<file path="src/rtl/uart_sv_core.sv">
// Full-duplex UART core with a shared baud tick, even-parity framing, Rx FIFO, RTS/CTS flow control
// and an internal loopback self-test that exercises the Tx and Rx paths without touching the pins.
module uart_sv_core #(
    parameter int SYSCLK_RATE = 4,
    parameter int BAUD_RATE   = 1,
    parameter int DATA_BITS   = 8,
    parameter int STOP_BITS   = 2,
    parameter int FIFO_DEPTH  = 8
) (
    input  logic                 SysClk,
    input  logic                 Rst,
    input  logic                 Rx,
    input  logic                 CTS,
    output logic                 Tx,
    output logic                 RTS,
    input  logic [DATA_BITS-1:0] Tx_Data,
    input  logic                 Transmit_Start,
    output logic                 Tx_Busy,
    output logic [DATA_BITS-1:0] Data_Out,
    input  logic                 Read_Done,
    output logic                 FIFO_Empty,
    output logic                 FIFO_Full,
    output logic                 Data_Rdy,
    output logic [2:0]           Rx_Error,
    input  logic                 BIST_Start,
    output logic                 BIST_Busy,
    output logic                 BIST_Error
);

    localparam int DIV   = SYSCLK_RATE / BAUD_RATE;
    localparam int HALF  = DIV / 2;
    localparam int CNT_W = (DIV > 1) ? $clog2(DIV) : 1;
    localparam int BC_W  = $clog2(DATA_BITS + STOP_BITS + 1);
    localparam int AW    = $clog2(FIFO_DEPTH);

    localparam logic [2:0] TX_IDLE   = 3'd0;
    localparam logic [2:0] TX_START  = 3'd1;
    localparam logic [2:0] TX_DATA   = 3'd2;
    localparam logic [2:0] TX_PARITY = 3'd3;
    localparam logic [2:0] TX_STOP   = 3'd4;

    localparam logic [2:0] RX_IDLE   = 3'd0;
    localparam logic [2:0] RX_START  = 3'd1;
    localparam logic [2:0] RX_DATA   = 3'd2;
    localparam logic [2:0] RX_PARITY = 3'd3;
    localparam logic [2:0] RX_STOP   = 3'd4;

    localparam logic [1:0] B_IDLE = 2'd0;
    localparam logic [1:0] B_SEND = 2'd1;
    localparam logic [1:0] B_WAIT = 2'd2;

    function automatic logic parity_of(input logic [DATA_BITS-1:0] d);
        return ^d;
    endfunction

    // Self-test bytes 0x55, 0xAA, 0x00, 0xFF generalised to any data width.
    function automatic logic [DATA_BITS-1:0] bist_pattern(input logic [1:0] idx);
        logic [DATA_BITS-1:0] p;
        p = '0;
        for (int i = 0; i < DATA_BITS; i++) begin
            case (idx)
                2'd0:    p[i] = ~i[0];
                2'd1:    p[i] = i[0];
                2'd2:    p[i] = 1'b0;
                default: p[i] = 1'b1;
            endcase
        end
        return p;
    endfunction

    logic [CNT_W-1:0]     baud_cnt_r;
    logic                 tick_s;

    logic [2:0]           tx_state_r;
    logic [DATA_BITS-1:0] tx_shift_r;
    logic                 tx_par_r;
    logic [BC_W-1:0]      tx_cnt_r;
    logic                 tx_bit_r;
    logic                 tx_pin_r;
    logic                 tx_loop_r;
    logic                 tx_busy_r;

    logic                 rx_meta_r;
    logic                 rx_sync_r;
    logic                 rx_prev_r;
    logic                 rx_line_s;
    logic [2:0]           rx_state_r;
    logic [CNT_W-1:0]     rx_cnt_r;
    logic [BC_W-1:0]      rx_bits_r;
    logic [DATA_BITS-1:0] rx_shift_r;
    logic                 rx_par_r;
    logic                 rx_stop_ok_r;
    logic                 rx_done_r;
    logic [DATA_BITS-1:0] rx_data_r;
    logic                 rx_perr_r;
    logic                 rx_ferr_r;
    logic [2:0]           rx_error_r;

    logic [1:0]           bist_state_r;
    logic [1:0]           bist_idx_r;
    logic                 bist_busy_r;
    logic                 bist_err_r;
    logic                 bist_go_s;
    logic                 bist_req_s;
    logic                 user_go_s;

    logic [DATA_BITS-1:0] fifo_mem_r [FIFO_DEPTH];
    logic [AW:0]          wr_ptr_r;
    logic [AW:0]          rd_ptr_r;
    logic [AW:0]          wr_ptr_s;
    logic [AW:0]          rd_ptr_s;
    logic                 push_s;
    logic                 pop_s;
    logic                 fifo_full_r;
    logic                 fifo_empty_r;
    logic                 data_rdy_r;
    logic                 rts_r;
    logic [DATA_BITS-1:0] data_out_r;

    assign tick_s     = (baud_cnt_r == CNT_W'(DIV - 1));
    assign bist_go_s  = (bist_state_r == B_IDLE) && BIST_Start &&
                        (tx_state_r == TX_IDLE) && (rx_state_r == RX_IDLE);
    assign bist_req_s = (bist_state_r == B_SEND) && (tx_state_r == TX_IDLE);
    assign user_go_s  = (tx_state_r == TX_IDLE) && Transmit_Start && CTS &&
                        !bist_busy_r && !bist_go_s;
    // During self-test the receiver listens to the internal Tx line instead of the pin.
    assign rx_line_s  = bist_busy_r ? tx_bit_r : rx_sync_r;

    // Free-running baud divider; all Tx bit boundaries land on its wrap tick.
    always_ff @(posedge SysClk or negedge Rst) begin
        if (!Rst) begin
            baud_cnt_r <= '0;
        end else if (tick_s) begin
            baud_cnt_r <= '0;
        end else begin
            baud_cnt_r <= baud_cnt_r + CNT_W'(1);
        end
    end

    // Transmit FSM; tx_bit_r is the internal line, tx_pin_r the pin (held high for loopback frames).
    always_ff @(posedge SysClk or negedge Rst) begin
        if (!Rst) begin
            tx_state_r <= TX_IDLE;
            tx_shift_r <= '0;
            tx_par_r   <= 1'b0;
            tx_cnt_r   <= '0;
            tx_bit_r   <= 1'b1;
            tx_pin_r   <= 1'b1;
            tx_loop_r  <= 1'b0;
            tx_busy_r  <= 1'b0;
        end else begin
            case (tx_state_r)
                TX_IDLE: begin
                    if (bist_req_s) begin
                        tx_shift_r <= bist_pattern(bist_idx_r);
                        tx_par_r   <= parity_of(bist_pattern(bist_idx_r));
                        tx_loop_r  <= 1'b1;
                        tx_busy_r  <= 1'b1;
                        tx_state_r <= TX_START;
                    end else if (user_go_s) begin
                        tx_shift_r <= Tx_Data;
                        tx_par_r   <= parity_of(Tx_Data);
                        tx_loop_r  <= 1'b0;
                        tx_busy_r  <= 1'b1;
                        tx_state_r <= TX_START;
                    end
                end
                TX_START: begin
                    if (tick_s) begin
                        tx_bit_r   <= 1'b0;
                        tx_pin_r   <= tx_loop_r;
                        tx_cnt_r   <= '0;
                        tx_state_r <= TX_DATA;
                    end
                end
                TX_DATA: begin
                    if (tick_s) begin
                        tx_bit_r   <= tx_shift_r[DATA_BITS-1];
                        tx_pin_r   <= tx_loop_r | tx_shift_r[DATA_BITS-1];
                        tx_shift_r <= {tx_shift_r[DATA_BITS-2:0], 1'b0};
                        if (tx_cnt_r == BC_W'(DATA_BITS - 1)) begin
                            tx_state_r <= TX_PARITY;
                        end else begin
                            tx_cnt_r <= tx_cnt_r + BC_W'(1);
                        end
                    end
                end
                TX_PARITY: begin
                    if (tick_s) begin
                        tx_bit_r   <= tx_par_r;
                        tx_pin_r   <= tx_loop_r | tx_par_r;
                        tx_cnt_r   <= '0;
                        tx_state_r <= TX_STOP;
                    end
                end
                TX_STOP: begin
                    if (tick_s) begin
                        // One extra tick closes the final stop-bit period before releasing busy.
                        if (tx_cnt_r == BC_W'(STOP_BITS)) begin
                            tx_busy_r  <= 1'b0;
                            tx_loop_r  <= 1'b0;
                            tx_state_r <= TX_IDLE;
                        end else begin
                            tx_bit_r <= 1'b1;
                            tx_pin_r <= 1'b1;
                            tx_cnt_r <= tx_cnt_r + BC_W'(1);
                        end
                    end
                end
                default: begin
                    tx_state_r <= TX_IDLE;
                    tx_bit_r   <= 1'b1;
                    tx_pin_r   <= 1'b1;
                    tx_busy_r  <= 1'b0;
                    tx_loop_r  <= 1'b0;
                end
            endcase
        end
    end

    // Two-flop synchroniser for the external Rx pin plus edge history of the selected line.
    always_ff @(posedge SysClk or negedge Rst) begin
        if (!Rst) begin
            rx_meta_r <= 1'b1;
            rx_sync_r <= 1'b1;
            rx_prev_r <= 1'b1;
        end else begin
            rx_meta_r <= Rx;
            rx_sync_r <= rx_meta_r;
            rx_prev_r <= rx_line_s;
        end
    end

    // Receive FSM: half-bit start recheck, then centre sampling every DIV cycles.
    always_ff @(posedge SysClk or negedge Rst) begin
        if (!Rst) begin
            rx_state_r   <= RX_IDLE;
            rx_cnt_r     <= '0;
            rx_bits_r    <= '0;
            rx_shift_r   <= '0;
            rx_par_r     <= 1'b0;
            rx_stop_ok_r <= 1'b1;
            rx_done_r    <= 1'b0;
            rx_data_r    <= '0;
            rx_perr_r    <= 1'b0;
            rx_ferr_r    <= 1'b0;
        end else begin
            rx_done_r <= 1'b0;
            case (rx_state_r)
                RX_IDLE: begin
                    if (rx_prev_r && !rx_line_s) begin
                        rx_cnt_r   <= '0;
                        rx_state_r <= RX_START;
                    end
                end
                RX_START: begin
                    if (rx_cnt_r == CNT_W'(HALF - 1)) begin
                        rx_cnt_r   <= '0;
                        rx_bits_r  <= '0;
                        rx_state_r <= rx_line_s ? RX_IDLE : RX_DATA;
                    end else begin
                        rx_cnt_r <= rx_cnt_r + CNT_W'(1);
                    end
                end
                RX_DATA: begin
                    if (rx_cnt_r == CNT_W'(DIV - 1)) begin
                        rx_cnt_r   <= '0;
                        rx_shift_r <= {rx_shift_r[DATA_BITS-2:0], rx_line_s};
                        if (rx_bits_r == BC_W'(DATA_BITS - 1)) begin
                            rx_state_r <= RX_PARITY;
                        end else begin
                            rx_bits_r <= rx_bits_r + BC_W'(1);
                        end
                    end else begin
                        rx_cnt_r <= rx_cnt_r + CNT_W'(1);
                    end
                end
                RX_PARITY: begin
                    if (rx_cnt_r == CNT_W'(DIV - 1)) begin
                        rx_cnt_r     <= '0;
                        rx_par_r     <= rx_line_s;
                        rx_stop_ok_r <= 1'b1;
                        rx_bits_r    <= '0;
                        rx_state_r   <= RX_STOP;
                    end else begin
                        rx_cnt_r <= rx_cnt_r + CNT_W'(1);
                    end
                end
                RX_STOP: begin
                    if (rx_cnt_r == CNT_W'(DIV - 1)) begin
                        rx_cnt_r <= '0;
                        if (rx_bits_r == BC_W'(STOP_BITS - 1)) begin
                            rx_done_r  <= 1'b1;
                            rx_data_r  <= rx_shift_r;
                            rx_perr_r  <= parity_of(rx_shift_r) ^ rx_par_r;
                            rx_ferr_r  <= !(rx_stop_ok_r && rx_line_s);
                            rx_state_r <= RX_IDLE;
                        end else begin
                            rx_stop_ok_r <= rx_stop_ok_r & rx_line_s;
                            rx_bits_r    <= rx_bits_r + BC_W'(1);
                        end
                    end else begin
                        rx_cnt_r <= rx_cnt_r + CNT_W'(1);
                    end
                end
                default: begin
                    rx_state_r <= RX_IDLE;
                end
            endcase
        end
    end

    // Self-test sequencer: send each pattern over loopback and compare what comes back.
    always_ff @(posedge SysClk or negedge Rst) begin
        if (!Rst) begin
            bist_state_r <= B_IDLE;
            bist_idx_r   <= 2'd0;
            bist_busy_r  <= 1'b0;
            bist_err_r   <= 1'b0;
        end else begin
            case (bist_state_r)
                B_IDLE: begin
                    if (bist_go_s) begin
                        bist_busy_r  <= 1'b1;
                        bist_err_r   <= 1'b0;
                        bist_idx_r   <= 2'd0;
                        bist_state_r <= B_SEND;
                    end
                end
                B_SEND: begin
                    if (bist_req_s) begin
                        bist_state_r <= B_WAIT;
                    end
                end
                B_WAIT: begin
                    if (rx_done_r) begin
                        if ((rx_data_r != bist_pattern(bist_idx_r)) || rx_perr_r || rx_ferr_r) begin
                            bist_err_r <= 1'b1;
                        end
                        if (bist_idx_r == 2'd3) begin
                            bist_busy_r  <= 1'b0;
                            bist_state_r <= B_IDLE;
                        end else begin
                            bist_idx_r   <= bist_idx_r + 2'd1;
                            bist_state_r <= B_SEND;
                        end
                    end
                end
                default: begin
                    bist_state_r <= B_IDLE;
                    bist_busy_r  <= 1'b0;
                end
            endcase
        end
    end

    assign push_s = rx_done_r && !bist_busy_r && !fifo_full_r;
    assign pop_s  = Read_Done && !fifo_empty_r;

    // Next FIFO pointers, used to register full/empty without a cycle of lag.
    always_comb begin
        wr_ptr_s = wr_ptr_r;
        rd_ptr_s = rd_ptr_r;
        if (push_s) begin
            wr_ptr_s = wr_ptr_r + (AW + 1)'(1);
        end else begin
            wr_ptr_s = wr_ptr_r;
        end
        if (pop_s) begin
            rd_ptr_s = rd_ptr_r + (AW + 1)'(1);
        end else begin
            rd_ptr_s = rd_ptr_r;
        end
    end

    // FIFO storage; contents need no reset because the pointers qualify every read.
    always_ff @(posedge SysClk) begin
        if (push_s) begin
            fifo_mem_r[wr_ptr_r[AW-1:0]] <= rx_data_r;
        end
    end

    // FIFO pointers, status flags, read data and per-frame error report.
    always_ff @(posedge SysClk or negedge Rst) begin
        if (!Rst) begin
            wr_ptr_r     <= '0;
            rd_ptr_r     <= '0;
            fifo_full_r  <= 1'b0;
            fifo_empty_r <= 1'b1;
            data_rdy_r   <= 1'b0;
            rts_r        <= 1'b1;
            data_out_r   <= '0;
            rx_error_r   <= 3'b000;
        end else begin
            wr_ptr_r     <= wr_ptr_s;
            rd_ptr_r     <= rd_ptr_s;
            fifo_empty_r <= (wr_ptr_s == rd_ptr_s);
            data_rdy_r   <= (wr_ptr_s != rd_ptr_s);
            fifo_full_r  <= (wr_ptr_s[AW] != rd_ptr_s[AW]) && (wr_ptr_s[AW-1:0] == rd_ptr_s[AW-1:0]);
            rts_r        <= !((wr_ptr_s[AW] != rd_ptr_s[AW]) && (wr_ptr_s[AW-1:0] == rd_ptr_s[AW-1:0]));
            if (pop_s) begin
                data_out_r <= fifo_mem_r[rd_ptr_r[AW-1:0]];
            end
            if (rx_done_r && !bist_busy_r) begin
                rx_error_r <= {fifo_full_r, rx_ferr_r, rx_perr_r};
            end
        end
    end

    assign Tx         = tx_pin_r;
    assign Tx_Busy    = tx_busy_r;
    assign RTS        = rts_r;
    assign Data_Out   = data_out_r;
    assign FIFO_Empty = fifo_empty_r;
    assign FIFO_Full  = fifo_full_r;
    assign Data_Rdy   = data_rdy_r;
    assign Rx_Error   = rx_error_r;
    assign BIST_Busy  = bist_busy_r;
    assign BIST_Error = bist_err_r;

endmodule

</file>
<file path="config.mk">
export PLATFORM = sky130hd
export DESIGN_NAME = uart_sv_core
export DESIGN_NICKNAME = d
export VERILOG_FILES = /design/src/rtl/uart_sv_core.sv
export SDC_FILE = /design/constraint.sdc
export NUM_CORES = 1
export LEC_CHECK = 0
export ABC_AREA = 1
export BUFFER_PORTS_ARGS = -buffer_cell sky130_fd_sc_hd__buf_2
export CORE_ASPECT_RATIO = 1.25
export CORE_MARGIN = 3
export CORE_UTILIZATION = 66
export DETAILED_ROUTE_END_ITERATION = 6
export MAX_ROUTING_LAYER = met4
export PLACE_DENSITY = 0.95
export SLEW_MARGIN = 20
export SYNTH_ARGS = -nofsm -noshare
export SYNTH_HDL_FRONTEND = slang
export SYNTH_SLANG_ARGS = --single-unit
</file>
<file path="constraint.sdc">
create_clock -name SysClk -period 5.14 [get_ports SysClk]
set_clock_uncertainty 0.05 [all_clocks]
set_input_delay 1.028 -clock SysClk [delete_from_list [all_inputs] [get_ports SysClk]]
set_output_delay 1.028 -clock SysClk [all_outputs]
set_load 0.03 [all_outputs]
</file>
; Word level (Yosys, flattened, before mapping)
; Memories as Yosys holds them, arrays and structs flattened. A register that Yosys moved wholly into a read port is not among the register bits.
; Cells that the tools add are included.
[classes]
addsub = 7
n_eq_ne = 50
mux = 99
n_bitwise = 7
n_reduce_logical = 60
[op_table]
columns = operator, count
row1 = 4-bit 2-to-1 mux, 13
row2 = 3-bit 2-to-1 mux, 15
row3 = 2-bit != test (second input constant), 22
row4 = 1-bit 2-to-1 mux, 42
row5 = 3-bit one-hot mux with 5 select lines, 2
row6 = 8-bit 2-to-1 mux, 3
row7 = 8-bit parity, 3
row8 = 2-bit 2-to-1 mux, 11
row9 = 7-bit AND reduction, 3
row10 = 4-bit AND reduction, 5
row11 = 4-bit by 1-bit adder with 4-bit output (second input constant), 4
row12 = 4-bit one-hot mux with 4 select lines, 1
row13 = 8-bit one-hot mux with 2 select lines, 1
row14 = 1-bit logical AND, 14
row15 = 3-bit by 2-bit == test with 1-bit output (second input constant), 4
row16 = 2-bit one-hot mux with 3 select lines, 2
row17 = 4-bit one-hot mux with 3 select lines, 1
row18 = 6-bit AND reduction, 2
row19 = 2-bit == test (second input constant), 5
row20 = 1-bit one-hot mux with 5 select lines, 2
row21 = 1-bit one-hot mux with 3 select lines, 3
row22 = 3-bit AND reduction, 3
row23 = 4-bit by 3-bit == test with 1-bit output (second input constant), 2
row24 = 1-bit logical NOT, 8
row25 = 28 further kinds, 52
[word_totals]
reg_bits = 76
ramBits = 64
out_inout_bits = 19
mem_count = 1
[memory_table]
columns = name, depth, width, read_ports, rd_ports_with_merged_regs, write_ports, line_no
row1 = fifo_mem_r, 8, 8, 1, 1, 1, 107  ; logic [DATA_BITS-1:0] fifo_mem_r [FIFO_DEPTH];

; Depth between registers and ports, before layout
; Gate-level depths: netlist of run 1.
[depth]
depth_word = 11
depth_mapped = 11
depth_no_buf = 11

; Worst setup path before layout of run 1
; Ideal clock, no wire load.
[synth_path]
path_kind = register to register
from = reg bist_busy_r (netlist: BIST_Busy)
to = mem fifo_mem_r[6][0], enable pin
setup_ns = 0.383
arrival_time_ns = 1.606
setup_slack_ns = 3.101
path_stages_with_launch = 6
path_buffers = 0
period_less_slack_ns = 2.039
path_cell_list = dfrtp_1 > inv_1 > nand3_2 > inv_1 > nand2_1 > nor3_1
[synth_between]
elab_chain_cells = 5
[synth_rtl]
columns = item, line_no
row1 = from (decl), 101  ; logic bist_busy_r;
row2 = from (signal assigned), 318  ; bist_busy_r <= 1'b0;
row3 = from (signal assigned), 324  ; bist_busy_r <= 1'b1;
row4 = from (signal assigned), 341  ; bist_busy_r <= 1'b0;
row5 = 1-bit logical NOT, 357  ; assign push_s = rx_done_r && !bist_busy_r && !fifo_full_r;
row6 = 1-bit logical AND (2 in a row), 357
row7 = 1-bit 2-to-1 mux, 378  ; if (push_s) begin
row8 = 1-bit 2-to-1 mux (implied by the code), 379  ; fifo_mem_r[wr_ptr_r[AW-1:0]] <= rx_data_r;
row9 = to (decl), 107
; No other way between the ends.

; Worst setup path in the final report of run 1
[layout_path]
from = reg rd_ptr_r[0]
to = reg fifo_empty_r (netlist: FIFO_Empty)
[layout_between]
elab_chain_cells = 3
[layout_rtl]
columns = item, line_no
row1 = from (decl), 109  ; logic [AW:0] rd_ptr_r;
row2 = from (signal assigned), 396  ; rd_ptr_r <= rd_ptr_s;
row3 = 4-bit by 1-bit adder with 4-bit output, 370  ; rd_ptr_s = rd_ptr_r + (AW + 1)'(1);
row4 = 4-bit 2-to-1 mux *, 369  ; if (pop_s) begin
row5 = 4-bit == test *, 397  ; fifo_empty_r <= (wr_ptr_s == rd_ptr_s);
row6 = to (signal assigned), 397
row7 = to (decl), 115  ; logic fifo_empty_r;
; Mark *: on every way between the ends. The rest lies on a longest branch, timed or not.
; A chain may end at the register's enable or synchronous reset.

==> impl_metrics.py, run 1 <==
metrics = {
    "synthesis": {
        "syn-num-nets": 757,
        "synth_cell_type_count": 35,
        "ys_ff_latch": 148,
        "synth_edf_count": 64,
        "syn_area_um2": 6790,
        "syn-mean-instance-area_um2": 9.31,
        "yosysSeqAreaShare": 0.594,
        "async_flop_share": 0.568,
        "yosys_warnings": 0,
        "syn_inst": 729,
        "synth_top_flop_cell": "dfrtp_1",
    },
    "status": {
        "status": "completed",
    },
    "floorplanning": {
        "die_w_um": 96.7,
        "num_rows": 40,
        "start_util": 0.692,
        "dieArea_um2": 11500,
        "die_h_um": 119,
        "io_pins": 34,
        "core_region_area_um2": 9810,
    },
    "grt": {
        "grt_util_all_layers": 0.301,
        "grt-ovfl-total": 0,
        "antenna_found_initial": 0,
        "grt_max_degree": 85,
        "grt_pass1_vias": 5611,
        "grt_first_pass_wirelength_mm": 26.7,
    },
    "sta": {
        "rsz0062_at_grt": "no",
        "max_slew.worst_pin.slew_ns": 0.959,
        "slew_headroom": 0.360,
        "min_period_ns": 2.79,
        "slew_viol_final": 0,
        "hold_violations": 0,
        "period_share": 0.542,
        "setup_tns_ns": 0,
        "finalSetupViolations": 0,
        "fmax_mhz": 359,
    },
    "setup_path": {
        "path_cells": "inv_1 -> nand2_1 -> nand2_1 -> nand2_1 -> nand2_1 -> nor2_1 -> nand2_1 -> nor2_1",
        "worst_path_max_delay_cell": "dfrtp_1",
        "reg2reg_slack_ns": 2.35,
        "worstSetupPathType": "reg -> reg",
        "worst_path_largest_cell_delay_ns": 0.95,
        "cp_max_fo": 36,
        "path_common_cell": "nand2_1",
        "cp.required_ns": 5.44,
        "end_kind": "register",
        "r2r-end": "FIFO_Empty$_DFF_PN1_",
        "cp.arrival_ns": 3.09,
        "r2r_cells": 8,
        "reg2reg_from": "rd_ptr_r[0]$_DFF_PN0_",
        "cp-start-kind": "register",
    },
    "route": {
        "wl_met1_mm": 5.65,
        "wl_per_cell_um": 17.7,
        "vias": 5496,
        "met2_length_mm": 8.46,
        "drc": 0,
        "drtAntennaViolNets": 0,
        "dr.pass1.iters": 6,
        "top_layer": "met4",
        "viasPerCell": 6.07,
        "wl_met3_mm": 1.18,
        "drtIter0Drc": 568,
        "wirelength_mm": 16.0,
    },
    "power_and_ir_drop": {
        "p_leak_uw": 0.00343,
        "powerDensity_nw_per_um2": 462,
        "peakVddDrop_mv": 0.308,
    },
    "final_layout": {
        "final_nets": 794,
        "mostFrequentLayoutCells": "nand2_1, nor2_1, o21ai_0",
        "drive_above_1_share": 0.119,
        "diodes": 0,
        "area_growth_pct": 12.9,
        "final_common_cell": "nand2_1",
        "final_cell_area_um2": 7660,
        "nFillCells": 574,
    },
    "min_path": {
        "hold_path_class": "reg -> reg",
        "min_to": "rx_sync_r$_DFF_PN1_",
        "hold_path_startpoint": "rx_meta_r$_DFF_PN1_",
        "min_path_cells": 0,
    },
    "placement": {
        "dp_hpwl_mm": 9.85,
        "port-buffer-count": 33,
        "place_area_um2": 7040,
        "gp_congestion": 0.867,
    },
    "cts": {
        "cts_tree": "done",
        "cts_hold_buf": 0,
        "cts_buffer_depth": 2,
        "clk_pin_slew_worst_paths_ns": 0.07,
        "cts_resized": 0,
        "cts_sinks": 148,
        "cts_buffers": 17,
        "clk_latency_ns": 0.43,
        "cts_setup_buffers": 0,
        "root_buffer": "clkbuf_16",
        "cts_max_level": 4,
    },
    "flow_run": {
        "cap_violations": 0,
    },
}
-- synthesized netlist by cell type (2+ instances only) --
| library cell | n | area (µm²) |
|---|---|---|
| nand3b_1 | 3 | 22.5 |
| nand4_1 | 8 | 50.1 |
| nor2_2 | 5 | 31.3 |
| or2_2 | 3 | 18.8 |
| inv_2 | 2 | 7.51 |
| ha_1 | 13 | 163 |
| nand3_1 | 29 | 145 |
| o21a_1 | 2 | 15.0 |
| nor2_1 | 81 | 304 |
| o22ai_1 | 8 | 50.1 |
| o21ai_1 | 2 | 10.0 |
| xnor2_1 | 8 | 70.1 |
| xor2_1 | 8 | 70.1 |
| buf_4 | 3 | 22.5 |
| edfxtp_1 | 64 | 1920 |
| a31oi_1 | 2 | 12.5 |
| o211ai_1 | 18 | 135 |
| nor3_1 | 6 | 30.0 |
| o21ai_0 | 78 | 390 |
| clkbuf_1 | 7 | 26.3 |
| nand2_2 | 3 | 18.8 |
| buf_2 | 5 | 25.0 |
| dfstp_2 | 8 | 210 |
| inv_1 | 66 | 248 |
| nand3_2 | 3 | 30.0 |
| nand2_1 | 204 | 766 |
| a21oi_1 | 7 | 35.0 |
| dfrtp_1 | 76 | 1900 |
-- metrics by stage --
stage / total power, µW / worst slack [ns] / utilization / std cells / hold WS (ns)
after global placement: 2200 / 2.52 / 0.717 / 873 / 0.299
final: 3540 / 2.35 / 0.781 / 905 / 0.314
after global routing: 3710 / 2.07 / 0.781 / 905 / 0.317
after floorplan: 2060 / 3.10 / - / 729 / 0.295
after detailed placement: 2260 / 2.45 / 0.717 / 873 / 0.305
after CTS: 3530 / 2.41 / 0.780 / 905 / 0.317
-- report_power, final --
group / switching (µW) / internal, µW / total, µW
Combinational: 563 / 259 / 822
Sequential: 135 / 1330 / 1460
Clock: 465 / 793 / 1260
Total: 1160 / 2380 / 3540
-- kinds of logic (layout without fill, tap and decap cells) --
kind of cell | count (synthesis) | after routing | synth area share
compound gates | 117 | 117 | 0.0955
buf+inv | 85 | 135 | 0.0500
mux | 1 | 1 | 0.00166
fa+ha+maj | 13 | 13 | 0.0240
simple gates | 349 | 349 | 0.214
xor+xnor | 16 | 16 | 0.0206
flops | 148 | 148 | 0.594
-- area by class of cell --
type / count / area, µm² / area share
Sequential cell: 148 / 4030 / 0.526
Multi-Input combinational cell: 496 / 2420 / 0.316
Clock buffer: 26 / 556 / 0.0725
Inverter: 70 / 265 / 0.0346
Timing Repair Buffer: 33 / 171 / 0.0224
Tap cell: 126 / 158 / 0.0206
Clock inverter: 6 / 61.3 / 0.00800
-- state kept, by name, indices dropped and copies added (netlist names), 4 cells and up --
name / flops
fifo_mem_r: 64
rx_shift_r: 8
wr_ptr_r: 4
rx_bits_r: 4
rd_ptr_r: 4
rx_data_r: 8
tx_shift_r: 8
Data_Out: 8
tx_cnt_r: 4
-- how the worst max path moves through the flow --
| stage | slack, ns | endpoint | from | depth (start not counted) |
|---|---|---|---|---|
| after floorplan | 3.10 | fifo_mem_r[6][0]$_DFFE_PP_ | BIST_Busy$_DFFE_PN0P_ | 5 |
| after global placement | 2.52 | Data_Rdy$_DFF_PN0_ | Read_Done | 8 |
| after detailed placement | 2.45 | Data_Rdy$_DFF_PN0_ | Read_Done | 8 |
| after CTS | 2.41 | FIFO_Empty$_DFF_PN1_ | rd_ptr_r[0]$_DFF_PN0_ | 8 |
| after global routing | 2.07 | FIFO_Empty$_DFF_PN1_ | rd_ptr_r[0]$_DFF_PN0_ | 8 |
| final | 2.35 | FIFO_Empty$_DFF_PN1_ | rd_ptr_r[0]$_DFF_PN0_ | 8 |
-- layer usage --
metal	track usage	up-vias
li1	-	2488
met5	-	-
met3	0.0785	91
met1	0.325	2611
met2	0.509	306
met4	0.159	0
-- worst max-delay path: cells and delay by family, from the launching register on --
| family | cells | cell delay [ns] |
|---|---|---|
| buffers and inverters | 1 | 0.71 |
| flip-flops | 1 | 0.95 |
| AND/OR/NAND/NOR | 7 | 0.99 |
Power figures use the tool's default switching activity.
==> run 2, diff against run 1 <==
--- a/config.mk
+++ b/config.mk
@@ -9,10 +9,10 @@
 export BUFFER_PORTS_ARGS = -buffer_cell sky130_fd_sc_hd__buf_2
 export CORE_ASPECT_RATIO = 1.25
 export CORE_MARGIN = 3
-export CORE_UTILIZATION = 66
+export CORE_UTILIZATION = 55
 export DETAILED_ROUTE_END_ITERATION = 6
 export MAX_ROUTING_LAYER = met4
-export PLACE_DENSITY = 0.95
+export PLACE_DENSITY = 0.86
 export SLEW_MARGIN = 20
 export SYNTH_ARGS = -nofsm -noshare
 export SYNTH_HDL_FRONTEND = slang
==> constraint.sdc (replaced) <==
create_clock -name SysClk -period 2.5 [get_ports SysClk]
set_clock_uncertainty 0.05 [all_clocks]
set_input_delay 0.5 -clock SysClk [delete_from_list [all_inputs] [get_ports SysClk]]
set_output_delay 0.5 -clock SysClk [all_outputs]
set_load 0.03 [all_outputs]
==> run 2 against run 1 <==
Against the previous run: sequential cell count unchanged; clock-buffer cell count is 4 lower; sequential share of layout area is 0.38 points lower; first-iteration DRC count down 39%; core utilization is 13 points lower; register-to-register slack lost 1.9 ns; total power increased by 97%; non-clock buffer count rose by 11; critical path depth shrank 3; clock power up 83%; largest cell class unchanged; largest power group unchanged.
==> impl_metrics.py, run 2 (synthesis gave the netlist of run 1 again) <==
metrics = {
    "setup_path": {
        "r2r_cells": 5,
        "path_common_cell": "inv_1",
        "startpoint": "BIST_Busy$_DFFE_PN0P_",
        "cp_max_fo": 8,
        "reg2reg_slack_ns": 0.47,
        "end_kind": "register",
        "path_cells": "inv_1 -> nand3_2 -> inv_1 -> nand2_1 -> nor2_1",
        "critPathCapture": "fifo_mem_r[4][3]$_DFFE_PP_",
        "cp.required_ns": 2.50,
        "worst_path_largest_cell_delay_ns": 0.57,
        "worst_path_max_delay_cell": "nor2_1",
        "r2r-end": "fifo_mem_r[4][3]$_DFFE_PP_",
        "reg2reg_from": "BIST_Busy$_DFFE_PN0P_",
        "worstSetupPathType": "reg -> reg",
        "cp.arrival_ns": 2.02,
        "cp-start-kind": "register",
    },
    "status": {
        "status": "completed",
    },
    "final_layout": {
        "diodes": 0,
        "stdcell_count": 951,
        "register_area_um2": 4030,
        "nFillCells": 915,
        "multi_input_area_um2": 2410,
        "final_common_cell": "nand2_1",
        "largest_reg_flops": 64,
        "mostFrequentLayoutCells": "nand2_1, nor2_1, o21ai_0",
        "final_nets": 805,
        "area_growth_pct": 13.7,
        "drive_above_1_share": 0.125,
    },
    "grt": {
        "grt_max_degree": 34,
        "grt_util_all_layers": 0.220,
        "grt_pass1_vias": 4855,
        "grt-ovfl-total": 0,
        "grt_first_pass_wirelength_mm": 23.0,
        "antenna_found_initial": 0,
    },
    "min_path": {
        "hold_path_startpoint": "Rx",
        "hold_path_class": "in -> reg",
    },
    "cts": {
        "clk_latency_ns": 0.41,
        "cts_setup_buffers": 0,
        "cts_max_level": 4,
        "clk_pin_slew_worst_paths_ns": 0.06,
        "cts_resized": 0,
        "cts_sinks": 148,
        "cts_tree": "done",
        "root_buffer": "clkbuf_16",
        "cts_buffers": 17,
        "cts_buffer_depth": 2,
    },
    "power_and_ir_drop": {
        "p_leak_uw": 0.00343,
        "peakVddDrop_mv": 0.567,
        "powerDensity_nw_per_um2": 904,
    },
    "route": {
        "drc": 0,
        "wirelength_mm": 13.8,
        "wl_per_cell_um": 14.5,
        "viasPerCell": 5.35,
        "drtAntennaViolNets": 0,
        "vias": 5091,
        "dr.pass1.iters": 5,
        "drtIter0Drc": 347,
    },
    "floorplanning": {
        "die_h_um": 130,
        "io_pins": 34,
        "dieArea_um2": 13700,
        "num_rows": 44,
        "core_region_area_um2": 11800,
        "start_util": 0.573,
        "die_w_um": 105,
    },
    "placement": {
        "gp_congestion": 0.898,
        "dp_cells": 918,
        "dp_hpwl_mm": 9.36,
        "port-buffer-count": 33,
    },
    "sta": {
        "hold_violations": 0,
        "slew_headroom": 0.541,
        "rsz0062_at_grt": "no",
        "min_period_ns": 2.03,
        "max_slew.worst_pin.slew_ns": 0.685,
        "slew_viol_final": 0,
        "period_share": 0.810,
        "setup_tns_ns": 0,
        "finalSetupViolations": 0,
        "fmax_mhz": 494,
    },
    "flow_run": {
        "cap_violations": 0,
    },
}
## run 2: final cells by class
type | count | share of cell area
multi-input cells | 496 | 0.313
well taps | 161 | 0.0261
clock buffers | 22 | 0.0588
inverters | 70 | 0.0344
flip-flops and latches | 148 | 0.523
clock inverters | 10 | 0.0110
repair buffers | 44 | 0.0344
## run 2: where the power goes
part	total (µW)	internal [µW]	leakage, µW	switching, µW
Combinational	1800	574	0.00149	1220
Clock	2310	1390	0.000264	923
Sequential	2870	2730	0.00167	139
Total	6980	4690	0.00343	2280
## run 2: metal layers
layer / GRT usage / part of all wire / vias to the layer above
li1: - / - / 2508
met1: 0.255 / 0.41 / 2408
met2: 0.383 / 0.52 / 146
met3: 0.0475 / 0.048 / 29
met4: 0.0718 / 0.016 / 0
met5: - / 0 / -
## run 2: per-stage QoR
stage / power, µW / hold WS [ns] / instance area, µm² / utilization / setup WS, ns
floorplan: 4240 / 0.154 / 6790 / - / 0.461
global placement: 4670 / 0.297 / 7170 / 0.606 / 0.641
detailed placement: 4720 / 0.297 / 7170 / 0.606 / 0.559
CTS: 7020 / 0.120 / 7720 / 0.652 / 0.490
global route: 7390 / 0.122 / 7720 / 0.652 / 0.351
finish: 6980 / 0.132 / 7720 / 0.652 / 0.474
## run 2: timing repair
item | CTS | global route
endpoints found under the setup margin | 0 | 0
hold endpoints to repair | 28 | 0
hold buffers | 1 | 0
## run 2: worst min-delay path by stage
stage                                  endpoint  depth (start not counted)
after global placement      rx_sync_r$_DFF_PN1_                          0
after detailed placement    rx_sync_r$_DFF_PN1_                          0
after global routing        rx_meta_r$_DFF_PN1_                          1
after CTS                   rx_meta_r$_DFF_PN1_                          1
final                       rx_meta_r$_DFF_PN1_                          1
after floorplan           BIST_Busy$_DFFE_PN0P_                          0
## run 2: critical path, delay by kind of cell, from the launching register on
family	cells	cell delay, ns
buffers and inverters	2	0.32
and+or+nand+nor	3	0.89
DFF	1	0.39
